File: config.mk
export PLATFORM = sky130hd
export DESIGN_NAME = fetch_sequencer
export DESIGN_NICKNAME = d
export VERILOG_FILES = /design/src/rtl/fetch_seq_pkg.sv /design/src/rtl/ret_stack.sv /design/src/rtl/fetch_sequencer.sv
export SDC_FILE = /design/constraint.sdc
export NUM_CORES = 1
export LEC_CHECK = 0
export ABC_AREA = 1
export CELL_PAD_IN_SITES_DETAIL_PLACEMENT = 0
export CELL_PAD_IN_SITES_GLOBAL_PLACEMENT = 1
export CORE_MARGIN = 5
export CORE_UTILIZATION = 38
export CTS_CLUSTER_DIAMETER = 80
export DETAILED_ROUTE_END_ITERATION = 7
export PLACE_DENSITY_LB_ADDON = 0.1
export SETUP_SLACK_MARGIN = 0.15
export SLEW_MARGIN = 30
export SYNTH_ARGS = -nofsm -noshare
export SYNTH_HDL_FRONTEND = slang
export SYNTH_SLANG_ARGS = --single-unit
File: constraint.sdc
create_clock -name clk -period 3.5 [get_ports clk]
set_input_delay 0.35 -clock clk [delete_from_list [all_inputs] [get_ports clk]]
set_output_delay 0.35 -clock clk [all_outputs]
set_load 0.02 [all_outputs]
File: src/rtl/fetch_seq_pkg.sv
// Shared encodings for the EV22 program-flow controller: decoder commands and
// sequencer states.
package fetch_seq_pkg;

   typedef enum logic [2:0] {
      CMD_SEQ  = 3'd0,
      CMD_JMP  = 3'd1,
      CMD_BSR  = 3'd2,
      CMD_RET  = 3'd3,
      CMD_RETI = 3'd4,
      CMD_HALT = 3'd5
   } cmd_e;

   typedef enum logic [1:0] {
      BOOT  = 2'd0,
      FETCH = 2'd1,
      EXEC  = 2'd2,
      HALT  = 2'd3
   } state_t;

endpackage

File: src/rtl/ret_stack.sv
// Subroutine/interrupt return stack. Within one cycle the operations apply in
// this order: pop, push (din), push2 (din2). The caller never exceeds the depth.
module ret_stack #(
   parameter int PC_W        = 11,
   parameter int STACK_DEPTH = 4
) (
   input  logic                               clk,
   input  logic                               nreset,
   input  logic                               push,
   input  logic                               pop,
   input  logic [PC_W-1:0]                    din,
   input  logic                               push2,
   input  logic [PC_W-1:0]                    din2,
   output logic [PC_W-1:0]                    dout,
   output logic                               full,
   output logic                               empty,
   output logic [$clog2(STACK_DEPTH+1)-1:0]   sp
);

   localparam int SP_W = $clog2(STACK_DEPTH+1);

   logic [STACK_DEPTH-1:0][PC_W-1:0] mem_q;
   logic [SP_W-1:0]                  sp_q;
   logic [SP_W-1:0]                  wa;
   logic [SP_W-1:0]                  wa2;

   // A pop frees its slot before the same-cycle push reuses it.
   assign wa  = sp_q - SP_W'(pop);
   assign wa2 = wa + SP_W'(push);

   always_ff @(posedge clk or negedge nreset) begin
      if (!nreset) begin
         sp_q  <= '0;
         mem_q <= '0;
      end else begin
         for (int i = 0; i < STACK_DEPTH; i++) begin
            if (push && (wa == SP_W'(i)))
               mem_q[i] <= din;
            if (push2 && (wa2 == SP_W'(i)))
               mem_q[i] <= din2;
         end
         sp_q <= wa2 + SP_W'(push2);
      end
   end

   always_comb begin
      dout = '0;
      for (int i = 0; i < STACK_DEPTH; i++)
         if (sp_q == SP_W'(i + 1))
            dout = mem_q[i];
   end

   assign full  = (sp_q == SP_W'(STACK_DEPTH));
   assign empty = (sp_q == '0);
   assign sp    = sp_q;

endmodule

File: src/rtl/fetch_sequencer.sv
// EV22 program-flow controller: PC, ROM fetch handshake, decoder command
// resolution and interrupt entry between instructions.
module fetch_sequencer
   import fetch_seq_pkg::*;
#(
   parameter int              PC_W        = 11,
   parameter int              STACK_DEPTH = 4,
   parameter logic [PC_W-1:0] RESET_VEC   = '0,
   parameter logic [PC_W-1:0] IRQ_VEC     = 11'h7F8
) (
   input  logic             clk,
   input  logic             nreset,
   output logic [PC_W-1:0]  rom_addr,
   output logic             rom_req,
   input  logic             rom_ack,
   output logic             instr_valid,
   input  logic             cmd_valid,
   input  logic [2:0]       cmd,
   input  logic             cond,
   input  logic [PC_W-1:0]  target,
   input  logic             irq,
   output logic             irq_ack,
   output logic [PC_W-1:0]  pc,
   output logic             halted,
   output logic             stack_ovf,
   output logic             stack_unf
);

   localparam int SP_W = $clog2(STACK_DEPTH+1);

   state_t          state_q, state_n;
   logic [PC_W-1:0] pc_q, pc_n, pc_inc, npc;
   logic            ie_q, ie_n;
   logic            rom_req_q, irq_ack_q, ovf_q, unf_q;
   logic            set_ovf, set_unf, take_irq;

   logic            st_push, st_pop, st_push2, st_full, st_empty;
   logic [PC_W-1:0] st_din, st_din2, st_dout;
   logic [SP_W-1:0] st_sp, sp_post;

   ret_stack #(.PC_W(PC_W), .STACK_DEPTH(STACK_DEPTH)) u_stack (
      .clk    (clk),
      .nreset (nreset),
      .push   (st_push),
      .pop    (st_pop),
      .din    (st_din),
      .push2  (st_push2),
      .din2   (st_din2),
      .dout   (st_dout),
      .full   (st_full),
      .empty  (st_empty),
      .sp     (st_sp)
   );

   assign pc_inc = pc_q + PC_W'(1);

   always_comb begin
      state_n  = state_q;
      pc_n     = pc_q;
      ie_n     = ie_q;
      npc      = pc_inc;
      st_push  = 1'b0;
      st_pop   = 1'b0;
      st_push2 = 1'b0;
      st_din   = pc_inc;
      st_din2  = '0;
      set_ovf  = 1'b0;
      set_unf  = 1'b0;
      take_irq = 1'b0;
      sp_post  = st_sp;
      case (state_q)
         BOOT:  state_n = FETCH;
         FETCH: if (rom_ack) state_n = EXEC;
         EXEC: begin
            if (cmd_valid) begin
               state_n = FETCH;
               case (cmd)
                  CMD_JMP: if (cond) npc = target;
                  CMD_BSR: begin
                     if (cond) begin
                        if (!st_full) begin
                           st_push = 1'b1;
                           npc     = pc_q + target;
                        end else begin
                           set_ovf = 1'b1;
                        end
                     end
                  end
                  CMD_RET, CMD_RETI: begin
                     if (!st_empty) begin
                        st_pop = 1'b1;
                        npc    = st_dout;
                     end else begin
                        set_unf = 1'b1;
                     end
                     if (cmd == CMD_RETI) ie_n = 1'b1;
                  end
                  CMD_HALT: state_n = HALT;
                  default: ;
               endcase
               if (cmd != CMD_HALT) begin
                  // Interrupt is taken only if the return address still fits
                  // after this instruction's own stack effect.
                  sp_post = st_sp - SP_W'(st_pop) + SP_W'(st_push);
                  if (irq && ie_n && (sp_post < SP_W'(STACK_DEPTH))) begin
                     take_irq = 1'b1;
                     ie_n     = 1'b0;
                     pc_n     = IRQ_VEC;
                     if (st_push) begin
                        st_push2 = 1'b1;
                        st_din2  = npc;
                     end else begin
                        st_push  = 1'b1;
                        st_din   = npc;
                     end
                  end else begin
                     pc_n = npc;
                  end
               end
            end
         end
         HALT: begin
            if (irq && ie_q && !st_full) begin
               take_irq = 1'b1;
               st_push  = 1'b1;
               st_din   = pc_inc;
               ie_n     = 1'b0;
               pc_n     = IRQ_VEC;
               state_n  = FETCH;
            end
         end
         default: state_n = BOOT;
      endcase
   end

   always_ff @(posedge clk or negedge nreset) begin
      if (!nreset) begin
         state_q   <= BOOT;
         pc_q      <= RESET_VEC;
         ie_q      <= 1'b1;
         rom_req_q <= 1'b0;
         irq_ack_q <= 1'b0;
         ovf_q     <= 1'b0;
         unf_q     <= 1'b0;
      end else begin
         state_q   <= state_n;
         pc_q      <= pc_n;
         ie_q      <= ie_n;
         rom_req_q <= (state_n == FETCH);
         irq_ack_q <= take_irq;
         ovf_q     <= ovf_q | set_ovf;
         unf_q     <= unf_q | set_unf;
      end
   end

   assign rom_addr    = pc_q;
   assign pc          = pc_q;
   assign rom_req     = rom_req_q;
   assign irq_ack     = irq_ack_q;
   assign stack_ovf   = ovf_q;
   assign stack_unf   = unf_q;
   assign instr_valid = (state_q == EXEC);
   assign halted      = (state_q == HALT);

endmodule

==> impl_metrics.csv <==
group,metric,value,unit
timing,hold_violations,32,
synthesis,syn-instance-count,799,
timing,fin_worst_skew,0.008392,ns
clocking,ctsHoldBuffers,0,
clocking,clkLatencyLatePin,0.35,ns
setup_path,worstPathArrival,3.52,ns
drt,drt_pre_antenna_iters,6,
clocking,tritoncts,"built",
power,power_density,812.4,nW/um^2
drt,antenna_left,0,
clocking,clk_path_buf_depth,2,
placement,place.detailed.instances,1032,
synthesis,postSynth.asyncResetShare,100.0,%
power,combinationalPowerShare,57.8,%
clocking,tritoncts_num_sinks,65,
synthesis,leading_cell_type_by_number_of_instances_after_synthesis,"sky130_fd_sc_hd__nand2_1",
timing,rsz0062_at_grt,"yes",
timing,final_max_slew_viol_count,0,
drt,wl_per_cell,17.03,um
final_layout,layout_cells_sized_above_1,16.57,%
global_routing,globalRoute.totalOverflow,0,
timing,min_period_over_period,94.10,%
outcome,failed_checks,"hold timing",
global_routing,grt_antenna_before_repair,0,
floorplan,chipWidth,127.3,um
floorplan,die_outline_area,16200,um^2
global_routing,grt_max_degree,35,
global_routing,number_of_global_route_vias_before_repair,5432,
synthesis,yosysSeqAreaShare,31.15,%
power,vdd_ir_drop_max,0.3969,mV
synthesis,yosys_warnings,0,
final_layout,area_growth_syn_to_layout,29.97,%
worst_hold_path,worst_hold_class,"in2async",
power,sw_power,2614,uW
clocking,htree_num_levels,3,
final_layout,stdcell_area,6793,um^2
setup_path,critPathLaunchType,"register",
drt,vias_per_cell,5.261,
power,total_power,5518,uW
power,clockPowerShare,18.0,%
drt,drt_iter0_drc,471,
synthesis,yosys_cell_types,42,
drt,route.final.wire_length,18.21,mm
setup_path,critPathKind,"reg2reg",
synthesis,flip_flop_cell_with_the_highest_count_after_synthesis,"sky130_fd_sc_hd__dfrtp_1",
synthesis,synth_area,5226,um^2
floorplan,rows,42,
timing,achievable-frequency,303.6,MHz
timing,finalWorstPathRequiredPeriod,3.293,ns
power,sequentialPowerShare,24.2,%
power,power_leakage,0.003412,uW
floorplan,start_util,39.15,%
power,p_int,2904,uW
floorplan,core_area,13350,um^2
drt,drc_errors,0,
synthesis,mappedNetlistNets,839,
timing,worst_slew_margin_rel,47.47,%
setup_path,cp_max_fo,6,
synthesis,syn-mean-instance-area,6.541,um^2
synthesis,synth_top_cell_area_share,30.64,%
drt,detailroute.via_count,5624,
final_layout,finish.net_count,928,
final_layout,diodes,0,
setup_path,worst_r2r_path_depth,26,
clocking,clk_transition_reported_paths,0.06,ns
floorplan,fp.dieH,127.3,um
placement,gpl.final_weighted_congestion,0.9438,
synthesis,synthDominantAreaCellType,"sky130_fd_sc_hd__dfrtp_1",
power,netSwitchingFraction,47.38,%
synthesis,synth.top_cells.by_area,"sky130_fd_sc_hd__dfrtp_1 (31%), sky130_fd_sc_hd__nand2_1 (19%), sky130_fd_sc_hd__nand3_1 (14%)",
clocking,cts.root.buffer_cell,"sky130_fd_sc_hd__clkbuf_16",
placement,placement.io_buffers,47,
timing,whs,-0.02223,ns
synthesis,yosys_register_bits,65,
setup_path,critical_path.endpoint_type,"register",
synthesis,post_synth_most_frequent_cells,"sky130_fd_sc_hd__nand2_1 (271), sky130_fd_sc_hd__nand3_1 (146), sky130_fd_sc_hd__inv_1 (80)",
setup_path,worst_endpoint_required_time,3.73,ns
global_routing,grt_first_pass_wirelength,29.24,mm
clocking,cts_inserted_buffers,9,
placement,dp_hpwl,13.92,mm
timing,final-setup-viol-count,0,
run,max-cap-violations,0,
outcome,outcome,"finished, violations left",
synthesis,synth-edff-count,0,
floorplan,io_pins,48,
timing,worst_max_slew_pin_slew,0.7851,ns
final_layout,stdcell_count,1069,
placement,postPlaceCellArea,6160,um^2
global_routing,grtUsageTotal,22.67,%
[metrics by stage]
stage	util [%]	worst slack, ns	TNS, ns
after CTS	49.14	0.1597	0
final	50.89	0.2065	0
after floorplan	-	0.06953	0
after global placement	46.15	-0.3690	-10.20
after global routing	50.89	0.02890	0
after detailed placement	46.15	-0.5056	-14.82
[power groups by stage]
| stage | clock (uW) | sequential [uW] | combinational (uW) |
|---|---|---|---|
| floorplan | 0 | 1350 | 1970 |
| global placement | 0 | 1330 | 2980 |
| detailed placement | 0 | 1340 | 2990 |
| CTS | 1010 | 1330 | 3040 |
| global route | 1050 | 1380 | 3520 |
| finish | 993 | 1340 | 3190 |
[cell families after synthesis]
group | after synthesis | synth area share (%)
simple gates | 530 | 44.63
buf+inv | 123 | 10.65
flops | 65 | 31.15
compound gates | 50 | 6.081
fa+ha+maj | 20 | 4.932
xor+xnor | 11 | 2.562
[state kept, by name, summed over array words and instances, names as in the netlist]
signal	count
u_stack.mem_q	44
pc	11
u_stack.sp	3
state_q	2
ie_q	1
irq_ack	1
rom_req	1
stack_ovf	1
stack_unf	1
[placed cells by master, fill, tap and decap left out, types with 8 or more instances in the layout]
| cell type | count |
|---|---|
| sky130_fd_sc_hd__buf_4 | 51 |
| sky130_fd_sc_hd__dfrtp_1 | 64 |
| sky130_fd_sc_hd__o21ai_0 | 11 |
| sky130_fd_sc_hd__clkdlybuf4s50_1 | 43 |
| sky130_fd_sc_hd__clkbuf_16 | 10 |
| sky130_fd_sc_hd__nand2_2 | 9 |
| sky130_fd_sc_hd__inv_2 | 11 |
| sky130_fd_sc_hd__nor2_1 | 60 |
| sky130_fd_sc_hd__nor2_4 | 8 |
| sky130_fd_sc_hd__xor2_1 | 8 |
| sky130_fd_sc_hd__nor2_2 | 11 |
| sky130_fd_sc_hd__nor3_1 | 8 |
| sky130_fd_sc_hd__inv_1 | 74 |
| sky130_fd_sc_hd__nand2_1 | 266 |
| sky130_fd_sc_hd__a21oi_1 | 13 |
| sky130_fd_sc_hd__nand4_1 | 11 |
| sky130_fd_sc_hd__nand3_1 | 140 |
| sky130_fd_sc_hd__ha_1 | 15 |
[layer usage]
layer	wire length, um	global-route usage, %	vias up
li1	-	-	2747
met1	8461	31.27	2649
met2	8404	36.23	199
met3	954	4.132	29
met4	385	6.877	0
met5	0	0	-
[final timing paths]
| path | end | slack [ns] | start |
|---|---|---|---|
| setup reg to reg | u_stack.mem_q[4] | 0.21 | u_stack.sp[0] |
| hold reg to reg | stack_ovf | 0.48 | stack_ovf |
| max in group asynchronous | state_q[0] | 2.95 | nreset |
| min in group clk | stack_ovf | 0.48 | stack_ovf |
| setup / recovery | u_stack.mem_q[4] | 0.21 | u_stack.sp[0] |
| hold / removal | u_stack.mem_q[20] | -0.02 | nreset |
[what timing repair did]
| action | in CTS | in global routing |
|---|---|---|
| gates cloned | 0 | 3 |
| endpoints found under the hold margin | 0 | 0 |
| resized for setup | 9 | 31 |
| pin swaps | 8 | 21 |
| buffers inserted | 8 | 10 |
| setup endpoints to repair | 44 | 44 |
[cell type report]
class                      instances  area, um^2
clock buffer                      10       229.0
multi-input combinational        612        3231
tap                              176       220.2
timing repair buffer             112        1059
sequential                        65        1628
inverter                          88       335.3
fill                            1375        6555
clock inverter                     6       91.34
[worst max-delay path: stages (launching register included)]
cell and delay (ns):
sky130_fd_sc_hd__dfrtp_1 0.40, sky130_fd_sc_hd__nor2_4 0.15, sky130_fd_sc_hd__inv_2 0.06, sky130_fd_sc_hd__nor2_4 0.10, sky130_fd_sc_hd__inv_2 0.06, sky130_fd_sc_hd__nand2_4 0.06, sky130_fd_sc_hd__inv_2 0.04, sky130_fd_sc_hd__ha_4 0.15
sky130_fd_sc_hd__inv_4 0.05, sky130_fd_sc_hd__ha_4 0.12, sky130_fd_sc_hd__inv_2 0.03, sky130_fd_sc_hd__nor2_2 0.10, sky130_fd_sc_hd__nand4_2 0.15, sky130_fd_sc_hd__nand2_2 0.14, sky130_fd_sc_hd__nand2_4 0.06, sky130_fd_sc_hd__nand4_4 0.07
sky130_fd_sc_hd__nand3_4 0.08, sky130_fd_sc_hd__ha_4 0.17, sky130_fd_sc_hd__ha_4 0.17, sky130_fd_sc_hd__xnor2_4 0.18, sky130_fd_sc_hd__nand2_2 0.10, sky130_fd_sc_hd__nor2_4 0.12, sky130_fd_sc_hd__buf_4 0.13, sky130_fd_sc_hd__nand3_4 0.13
sky130_fd_sc_hd__clkbuf_16 0.19, sky130_fd_sc_hd__nand3_1 0.07, sky130_fd_sc_hd__nand3_1 0.08
Note: power is estimated with default switching activity, not from simulation.
